### src/rtl/alu0_issue_queue_if.sv
// Dispatch, wakeup and issue signals between rename/dispatch, the ALU0 issue queue and ALU0.
// Latency: none, this is a bundle of wires.
// Backpressure: disp_rdy from the queue gates dispatch; issue has no backpressure.
interface alu0_issue_queue_if #(
  parameter int DEPTH = 8,
  parameter int NWK   = 3
);
  localparam int CW = $clog2(DEPTH) + 1;

  logic             flush;
  logic             disp_vld;
  logic             disp_rdy;
  logic [4:0]       disp_op;
  logic [5:0]       disp_dest;
  logic [5:0]       disp_rob_id;
  logic [5:0]       disp_psrc1;
  logic [5:0]       disp_psrc2;
  logic             disp_rdy1;
  logic             disp_rdy2;
  logic [NWK-1:0]   wk_vld;
  logic [6*NWK-1:0] wk_pr;
  logic             iss_vld;
  logic [4:0]       iss_op;
  logic [5:0]       iss_dest;
  logic [5:0]       iss_rob_id;
  logic [5:0]       iss_psrc1;
  logic [5:0]       iss_psrc2;
  logic [CW-1:0]    count;

  // Dispatch/wakeup driver side (rename, result buses, bench).
  modport master (
    output flush, disp_vld, disp_op, disp_dest, disp_rob_id, disp_psrc1, disp_psrc2,
           disp_rdy1, disp_rdy2, wk_vld, wk_pr,
    input  disp_rdy, iss_vld, iss_op, iss_dest, iss_rob_id, iss_psrc1, iss_psrc2, count
  );

  // Issue queue side.
  modport slave (
    input  flush, disp_vld, disp_op, disp_dest, disp_rob_id, disp_psrc1, disp_psrc2,
           disp_rdy1, disp_rdy2, wk_vld, wk_pr,
    output disp_rdy, iss_vld, iss_op, iss_dest, iss_rob_id, iss_psrc1, iss_psrc2, count
  );
endinterface

### src/rtl/alu0_issue_queue.sv
// Compacting, age-ordered ALU0 issue queue with tag wakeup and oldest-ready select.
// Latency: ready dispatch -> iss_vld two cycles later; dependents issue back-to-back via self-wakeup.
// Backpressure: disp_rdy = registered count < DEPTH; a full queue refuses dispatch even in an issue cycle.
module alu0_issue_queue #(
  parameter int DEPTH = 8,
  parameter int NWK   = 3
) (
  input  logic              clk,
  input  logic              rst_n,
  alu0_issue_queue_if.slave q
);
  localparam int CW = $clog2(DEPTH) + 1;
  localparam int IW = (DEPTH > 1) ? $clog2(DEPTH) : 1;

  typedef struct packed {
    logic       valid;
    logic [4:0] op;
    logic [5:0] dest;
    logic [5:0] rob_id;
    logic [5:0] psrc1;
    logic       rdy1;
    logic [5:0] psrc2;
    logic       rdy2;
  } entry_t;

  entry_t        ent_q [DEPTH];
  entry_t        ent_d [DEPTH];
  // Entries with this cycle's wakeups applied; one extra zero slot feeds the top during compaction.
  entry_t        ent_wk [DEPTH+1];
  entry_t        disp_ent;
  logic [CW-1:0] count_q, count_d;
  logic [CW-1:0] wr_idx;
  logic          disp_rdy_w;
  logic          disp_acc;
  logic          sel_vld;
  logic [IW-1:0] sel_idx;
  logic [5:0]    self_tag;

  logic          iss_vld_q, iss_vld_d;
  logic [4:0]    iss_op_q, iss_op_d;
  logic [5:0]    iss_dest_q, iss_dest_d;
  logic [5:0]    iss_rob_id_q, iss_rob_id_d;
  logic [5:0]    iss_psrc1_q, iss_psrc1_d;
  logic [5:0]    iss_psrc2_q, iss_psrc2_d;

  // True when tag matches the self-wakeup (selected entry's dest) or any active external port.
  function automatic logic wake_hit(input logic [5:0] tag, input logic s_vld, input logic [5:0] s_tag,
                                    input logic [NWK-1:0] wv, input logic [6*NWK-1:0] wp);
    logic hit;
    hit = s_vld && (s_tag == tag);
    for (int w = 0; w < NWK; w++) begin
      if (wv[w] && (wp[6*w +: 6] == tag)) hit = 1'b1;
    end
    return hit;
  endfunction

  assign disp_rdy_w = (count_q < CW'(DEPTH));
  assign disp_acc   = q.disp_vld && disp_rdy_w;
  assign wr_idx     = count_q - CW'(sel_vld);
  assign self_tag   = ent_q[sel_idx].dest;

  // Oldest-ready select: scan from the top so the lowest ready index wins.
  always_comb begin
    sel_vld = 1'b0;
    sel_idx = '0;
    for (int i = DEPTH - 1; i >= 0; i--) begin
      if (ent_q[i].valid && ent_q[i].rdy1 && ent_q[i].rdy2) begin
        sel_vld = 1'b1;
        sel_idx = IW'(i);
      end
    end
  end

  // Apply this cycle's wakeup tags to every stored entry.
  always_comb begin
    for (int i = 0; i < DEPTH; i++) begin
      ent_wk[i] = ent_q[i];
      if (wake_hit(ent_q[i].psrc1, sel_vld, self_tag, q.wk_vld, q.wk_pr)) ent_wk[i].rdy1 = 1'b1;
      if (wake_hit(ent_q[i].psrc2, sel_vld, self_tag, q.wk_vld, q.wk_pr)) ent_wk[i].rdy2 = 1'b1;
    end
    ent_wk[DEPTH] = '0;
  end

  // Incoming bundle: busy-table ready, PR0 always ready, or caught by a same-cycle wakeup.
  always_comb begin
    disp_ent        = '0;
    disp_ent.valid  = 1'b1;
    disp_ent.op     = q.disp_op;
    disp_ent.dest   = q.disp_dest;
    disp_ent.rob_id = q.disp_rob_id;
    disp_ent.psrc1  = q.disp_psrc1;
    disp_ent.psrc2  = q.disp_psrc2;
    disp_ent.rdy1   = q.disp_rdy1 || (q.disp_psrc1 == 6'd0) ||
                      wake_hit(q.disp_psrc1, sel_vld, self_tag, q.wk_vld, q.wk_pr);
    disp_ent.rdy2   = q.disp_rdy2 || (q.disp_psrc2 == 6'd0) ||
                      wake_hit(q.disp_psrc2, sel_vld, self_tag, q.wk_vld, q.wk_pr);
  end

  // Queue next state: compact over the issued slot, append the dispatch, flush wipes everything.
  always_comb begin
    for (int i = 0; i < DEPTH; i++) begin
      ent_d[i] = (sel_vld && (i >= int'(sel_idx))) ? ent_wk[i+1] : ent_wk[i];
      if (disp_acc && (wr_idx == CW'(i))) ent_d[i] = disp_ent;
    end
    count_d = count_q + CW'(disp_acc) - CW'(sel_vld);
    if (q.flush) begin
      for (int i = 0; i < DEPTH; i++) ent_d[i] = '0;
      count_d = '0;
    end
  end

  // Issue bundle: load the selected entry, otherwise hold the data and drop valid.
  always_comb begin
    iss_vld_d    = sel_vld && !q.flush;
    iss_op_d     = iss_op_q;
    iss_dest_d   = iss_dest_q;
    iss_rob_id_d = iss_rob_id_q;
    iss_psrc1_d  = iss_psrc1_q;
    iss_psrc2_d  = iss_psrc2_q;
    if (iss_vld_d) begin
      iss_op_d     = ent_q[sel_idx].op;
      iss_dest_d   = ent_q[sel_idx].dest;
      iss_rob_id_d = ent_q[sel_idx].rob_id;
      iss_psrc1_d  = ent_q[sel_idx].psrc1;
      iss_psrc2_d  = ent_q[sel_idx].psrc2;
    end
  end

  // State registers with asynchronous clear.
  always_ff @(posedge clk or negedge rst_n) begin
    if (!rst_n) begin
      for (int i = 0; i < DEPTH; i++) ent_q[i] <= '0;
      count_q      <= '0;
      iss_vld_q    <= 1'b0;
      iss_op_q     <= '0;
      iss_dest_q   <= '0;
      iss_rob_id_q <= '0;
      iss_psrc1_q  <= '0;
      iss_psrc2_q  <= '0;
    end else begin
      for (int i = 0; i < DEPTH; i++) ent_q[i] <= ent_d[i];
      count_q      <= count_d;
      iss_vld_q    <= iss_vld_d;
      iss_op_q     <= iss_op_d;
      iss_dest_q   <= iss_dest_d;
      iss_rob_id_q <= iss_rob_id_d;
      iss_psrc1_q  <= iss_psrc1_d;
      iss_psrc2_q  <= iss_psrc2_d;
    end
  end

  assign q.disp_rdy   = disp_rdy_w;
  assign q.count      = count_q;
  assign q.iss_vld    = iss_vld_q;
  assign q.iss_op     = iss_op_q;
  assign q.iss_dest   = iss_dest_q;
  assign q.iss_rob_id = iss_rob_id_q;
  assign q.iss_psrc1  = iss_psrc1_q;
  assign q.iss_psrc2  = iss_psrc2_q;
endmodule

### src/flat_wrapper.sv
// flat-port wrapper written by rule: the top's interface ports become plain ports
module alu0_issue_queue_flat 
#(
  parameter int DEPTH = 8,
  parameter int NWK   = 3
)
  (clk, rst_n, q_flush, q_disp_vld, q_disp_op, q_disp_dest, q_disp_rob_id, q_disp_psrc1, q_disp_psrc2, q_disp_rdy1, q_disp_rdy2, q_wk_vld, q_wk_pr, q_disp_rdy, q_iss_vld, q_iss_op, q_iss_dest, q_iss_rob_id, q_iss_psrc1, q_iss_psrc2, q_count);
  alu0_issue_queue_if #(.DEPTH(DEPTH), .NWK(NWK)) q_i ();
  input  logic clk;
  input  logic rst_n;
  input wire logic [$bits(q_i.flush)-1:0] q_flush;
  input wire logic [$bits(q_i.disp_vld)-1:0] q_disp_vld;
  input wire logic [$bits(q_i.disp_op)-1:0] q_disp_op;
  input wire logic [$bits(q_i.disp_dest)-1:0] q_disp_dest;
  input wire logic [$bits(q_i.disp_rob_id)-1:0] q_disp_rob_id;
  input wire logic [$bits(q_i.disp_psrc1)-1:0] q_disp_psrc1;
  input wire logic [$bits(q_i.disp_psrc2)-1:0] q_disp_psrc2;
  input wire logic [$bits(q_i.disp_rdy1)-1:0] q_disp_rdy1;
  input wire logic [$bits(q_i.disp_rdy2)-1:0] q_disp_rdy2;
  input wire logic [$bits(q_i.wk_vld)-1:0] q_wk_vld;
  input wire logic [$bits(q_i.wk_pr)-1:0] q_wk_pr;
  output wire logic [$bits(q_i.disp_rdy)-1:0] q_disp_rdy;
  output wire logic [$bits(q_i.iss_vld)-1:0] q_iss_vld;
  output wire logic [$bits(q_i.iss_op)-1:0] q_iss_op;
  output wire logic [$bits(q_i.iss_dest)-1:0] q_iss_dest;
  output wire logic [$bits(q_i.iss_rob_id)-1:0] q_iss_rob_id;
  output wire logic [$bits(q_i.iss_psrc1)-1:0] q_iss_psrc1;
  output wire logic [$bits(q_i.iss_psrc2)-1:0] q_iss_psrc2;
  output wire logic [$bits(q_i.count)-1:0] q_count;
  assign q_i.flush = q_flush;
  assign q_i.disp_vld = q_disp_vld;
  assign q_i.disp_op = q_disp_op;
  assign q_i.disp_dest = q_disp_dest;
  assign q_i.disp_rob_id = q_disp_rob_id;
  assign q_i.disp_psrc1 = q_disp_psrc1;
  assign q_i.disp_psrc2 = q_disp_psrc2;
  assign q_i.disp_rdy1 = q_disp_rdy1;
  assign q_i.disp_rdy2 = q_disp_rdy2;
  assign q_i.wk_vld = q_wk_vld;
  assign q_i.wk_pr = q_wk_pr;
  assign q_disp_rdy = q_i.disp_rdy;
  assign q_iss_vld = q_i.iss_vld;
  assign q_iss_op = q_i.iss_op;
  assign q_iss_dest = q_i.iss_dest;
  assign q_iss_rob_id = q_i.iss_rob_id;
  assign q_iss_psrc1 = q_i.iss_psrc1;
  assign q_iss_psrc2 = q_i.iss_psrc2;
  assign q_count = q_i.count;
  alu0_issue_queue #(.DEPTH(DEPTH), .NWK(NWK)) u_core (.clk(clk), .rst_n(rst_n), .q(q_i));
endmodule
### config.mk
export PLATFORM = sky130hd
export DESIGN_NAME = alu0_issue_queue_flat
export DESIGN_NICKNAME = d
export VERILOG_FILES = /design/src/rtl/alu0_issue_queue_if.sv /design/src/rtl/alu0_issue_queue.sv /design/src/flat_wrapper.sv
export SDC_FILE = /design/constraint.sdc
export NUM_CORES = 1
export LEC_CHECK = 0
export CORE_AREA = 5 5 211 213
export CTS_CLUSTER_DIAMETER = 100
export CTS_CLUSTER_SIZE = 12
export DETAILED_ROUTE_END_ITERATION = 16
export DIE_AREA = 0 0 216 218
export HOLD_SLACK_MARGIN = 0.08
export PLACE_DENSITY = 0.72
export SLEW_MARGIN = 20
export SYNTH_ARGS = -nofsm -noshare
export SYNTH_HDL_FRONTEND = slang
export SYNTH_SLANG_ARGS = --single-unit
### constraint.sdc
create_clock -name clk -period 3.35 [get_ports clk]
set_clock_uncertainty 0.1 [all_clocks]
set_input_delay 0.5025 -clock clk [delete_from_list [all_inputs] [get_ports clk]]
set_output_delay 0.5025 -clock clk [all_outputs]
set_load 0.1 [all_outputs]
==> impl_metrics.csv <==
group,metric,value,unit
cts,cts_sinks,290,
logic_synthesis,yosys.area.top_type_share,34.8,%
logic_synthesis,synth_nets,2607,
sta,finalMaxSlewViolations,0,
global_route,antenna_found_initial,2,
place,routabilityCongestion,0.996,
layout,num-fill-cells,3694,
sta,hold_viol_final,0,
worst_setup_path,crit_family,"compound AO/OA/AOI/OAI gates",
global_route,grt_max_degree,102,
global_route,first_global_vias,20600,
logic_synthesis,synth_area_per_cell,8.20,sq um
layout,finalCoreUtilization,58.2,%
sta,fin_crit,3.41,ns
floorplan,die_h,218,um
worst_setup_path,crit_chain,"nand3_1 -> nand4_1 -> buf_12 -> nor3_1 -> o31a_1 -> a221oi_4 -> buf_4 -> buf_12 -> buf_4 -> xnor2_2 -> nand4_1 -> o41ai_2 -> nor2_1 -> o32ai_1",
sta,grt_setup_unrepaired,"true",
run,max_cap_viol_count,0,
cts,path_clk_slew,0.07,ns
power_and_ir_drop,vdd_drop_max,567,uV
layout,nets,2647,
logic_synthesis,synth_edf_count,0,
floorplan,start_util,49.0,%
floorplan,core-area,0.0425,sq mm
worst_setup_path,max_stage_delay,0.41,ns
logic_synthesis,ys_ff_latch,290,
sta,whs,0.247,ns
power_and_ir_drop,cellLeakagePower,0.00993,uW
place,portBuffers,90,
worst_setup_path,crit_fanout,20,
place,dp_hpwl,56700,um
worst_setup_path,cp-start-kind,"flip-flop",
cts,clk_latency,0.59,ns
sta,fin_ws,-0.0613,ns
floorplan,die_w,216,um
worst_setup_path,cp_slowest_cell,"dfrtp_1",
sta,worst_pin_slew,1.18,ns
power_and_ir_drop,p_int,8600,uW
floorplan,num_rows,76,
global_route,use_met3,7.82,%
route,wl_per_cell,27.7,um
cts,root_buffer,"clkbuf_16",
global_route,track_usage,35.5,%
worst_setup_path,cp.required,3.70,ns
logic_synthesis,synthCells,2544,
route,vias,21300,
layout,seqCellArea,0.00726,sq mm
layout,syn_to_final_growth,18.7,%
logic_synthesis,ys_dominant_reg_cell,"dfrtp_1",
cts,cts_max_level,1,
run_status,violations,"setup timing",
power_and_ir_drop,pwr-share-clk,18.4,%
run_status,status,"finished, violations left",
route,drcViolationCount,0,
logic_synthesis,async_reset_ff_share,100,%
power_and_ir_drop,combPwrFrac,47.5,%
power_and_ir_drop,switchingPower,7150,uW
logic_synthesis,seq_area_frac_synth,34.8,%
logic_synthesis,syn-cell-area,0.0208,sq mm
route,routed_via_density,6.80,
worst_setup_path,cp_data_arrival_time,3.76,ns
route,drt_wl_total,86800,um
logic_synthesis,synth_area_leaders,"dfrtp_1 35%, xnor2_1 9.9%, nand2_1 8.5%",
floorplan,die_area,0.0471,sq mm
sta,finalSetupViolations,2,
worst_setup_path,critical_path_buf_inv_count,4,
hold_path,hold_path.class,"in -> reg",
logic_synthesis,yosys.area.top_type,"dfrtp_1",
worst_setup_path,end_kind,"flip-flop",
sta,period_share,102,%
global_route,grt_pass1_wl,130000,um
cts,cts_buffers,28,
logic_synthesis,yosysWarnings,0,
power_and_ir_drop,powerDensity,637,mW/mm^2
route,first_pass_iters,7,
global_route,grtUsageMet1,46.6,%
floorplan,ioPinCount,91,
worst_setup_path,critPathKind,"reg -> reg",
cts,cts.path.max_buffers,3,
hold_path,hold_depth,2,
global_route,grt-busiest-layer,"met2",
layout,multi_input_area,0.0127,sq mm
worst_setup_path,path_depth,14,
sta,clock.fmax,293,MHz
cts,cts_tree,"done",
power_and_ir_drop,seqPwrFrac,34.0,%
global_route,globalRouteMet2Util,55.2,%
route,ant_nets,0,
layout,drive_gt1_share,16.0,%
route,drt_iter0_drc,3202,
power_and_ir_drop,swShare,45.4,%
sta,relSlewSlack,21.3,%
global_route,grt_overflow,0,
worst_setup_path,ff2ff_path_depth,14,
logic_synthesis,yosysUniqueCellTypes,73,
==> cells in the final DEF, fill, tap and decap left out, types with 9 or more instances in the layout <==
| cell type | synthesis | layout |
|---|---|---|
| mux2i_1 | 34 | 33 |
| o21ai_0 | 45 | 41 |
| buf_12 | 0 | 39 |
| nor3_1 | 35 | 32 |
| a31oi_1 | 9 | 9 |
| nor2_1 | 270 | 265 |
| nand2_1 | 471 | 464 |
| xor2_1 | 192 | 192 |
| nand3_1 | 23 | 15 |
| a222oi_1 | 32 | 32 |
| clkdlybuf4s50_1 | 0 | 54 |
| clkbuf_16 | 0 | 29 |
| nor4_1 | 69 | 65 |
| xnor2_1 | 236 | 232 |
| inv_1 | 16 | 16 |
| a211oi_1 | 32 | 32 |
| buf_4 | 4 | 227 |
| dfrtp_1 | 290 | 289 |
| buf_6 | 3 | 13 |
| a22o_1 | 37 | 37 |
| o41ai_2 | 3 | 9 |
| nand4_1 | 81 | 81 |
| a21oi_1 | 37 | 34 |
| a311oi_1 | 172 | 171 |
==> per-layer routing <==
| layer | wire (um) | share of wire, % | vias to the layer above |
|---|---|---|---|
| met5 | 20 | 0.023 | - |
| met2 | 38600 | 44 | 1502 |
| met1 | 32600 | 38 | 10400 |
| met3 | 10000 | 12 | 383 |
| met4 | 5550 | 6.4 | 2 |
| li1 | - | - | 8972 |
==> flip-flops by register name, indices dropped and copies added (netlist names) <==
register / cells
u_core.q.count: 4
u_core.q.iss_psrc2: 6
u_core.q.iss_psrc1: 6
u_core.ent_q: 256
u_core.q.iss_rob_id: 6
u_core.q.iss_vld: 1
u_core.q.iss_op: 5
u_core.q.iss_dest: 6
==> per-stage QoR <==
stage	setup slack, ns	cells	instance area, sq um	total power (uW)	TNS, ns
after floorplan	0.0391	2544	20900	9680	0
after global placement	-0.0706	3060	23200	12100	-0.102
after detailed placement	-0.172	3060	23200	12300	-0.791
after CTS	0.0113	3100	24200	15300	0
after global routing	-0.184	3132	24700	16400	-0.866
final	-0.0613	3132	24700	15800	-0.107
==> worst register-to-register path: cells and delay by family, from the launching register on <==
family	cells	cell delay, ns
AND/OR/NAND/NOR	5	0.70
XOR/XNOR	1	0.10
AO/OA/AOI/OAI	4	1.31
flip-flops	1	0.41
buffers and inverters	4	0.65
==> cell usage after synthesis (3+ instances only) <==
library cell  number
mux2i_1           34
nand2_1          471
nor2b_1            5
o41ai_1            9
ha_1               6
nand4_1           81
clkbuf_1         253
o21ai_1            3
o31ai_1            4
a2bb2oi_1          4
nor3_1            35
o22ai_1            8
xnor2_1          236
o2111ai_2          3
and3_1             7
buf_6              3
buf_2             11
buf_1             42
clkbuf_2          17
a211oi_1          32
inv_1             16
o21ai_0           45
a31oi_1            9
a222oi_1          32
o32ai_1            4
nand3_1           23
nor4_2             5
a22o_1            37
buf_4              4
o41ai_2            3
dfrtp_1          290
nor2_1           270
o221ai_2           3
nor4_1            69
a21oi_1           37
a22oi_1            9
a221o_1            7
or4_1              4
a311oi_1         172
o221ai_1           7
xor2_1           192
a21o_1             3
==> final cells by class <==
cell class              count  area share, %
inverters                  17          0.258
diodes                      1         0.0101
repair buffers            340           13.3
clock inverters             2         0.0556
clock buffers              29           2.93
well taps                 546           2.76
flip-flops and latches    290           29.3
multi-input cells        1907           51.3
==> final timing paths <==
path / start / endpoint / slack, ns
max reg2reg: u_core.ent_q[192]$_DFF_PN0_ / u_core.ent_q[71]$_DFF_PN0_ / -0.06
max: u_core.ent_q[192]$_DFF_PN0_ / u_core.ent_q[71]$_DFF_PN0_ / -0.06
min in group asynchronous: rst_n / u_core.ent_q[4]$_DFFE_PN0P_ / 0.48
max in group asynchronous: rst_n / u_core.q.iss_psrc1[5]$_DFFE_PN0P_ / 1.75
min reg2reg: u_core.q.iss_dest[3]$_DFFE_PN0P_ / u_core.q.iss_dest[3]$_DFFE_PN0P_ / 0.38
min: q_flush / u_core.ent_q[95]$_DFFE_PN0P_ / 0.25
==> power by group through the flow <==
stage / clock (uW) / combinational, uW / sequential, uW
final: 2910 / 7490 / 5360
after global routing: 3060 / 7920 / 5390
after floorplan: 0 / 4100 / 5580
after CTS: 2940 / 7120 / 5270
after detailed placement: 0 / 6940 / 5330
after global placement: 0 / 6830 / 5300
==> logic make-up (layout without fill, tap and decap cells) <==
| kind of cell | count (synthesis) | count (layout) | synth area share, % |
|---|---|---|---|
| muxes | 34 | 34 | 1.63 |
| and+or+nand+nor | 985 | 985 | 20.7 |
| xor gates and xnor gates | 428 | 428 | 18.0 |
| AOI/OAI and AO/OA | 453 | 453 | 17.9 |
| adders and majority gates | 7 | 7 | 0.456 |
| buffers and inverters | 347 | 388 | 6.60 |
| DFF | 290 | 290 | 34.8 |
| other | 0 | 1 | 0 |
==> timing repair <==
item | in CTS | in global routing
buffers inserted | 7 | 30
gates resized for setup | 12 | 67
hold endpoints to repair | 76 | 0
hold buffers | 1 | 0
cloned | 1 | 0
setup endpoints to repair | 14 | 49
pin swaps | 4 | 16
No activity file was read; power rests on OpenSTA's default activity.
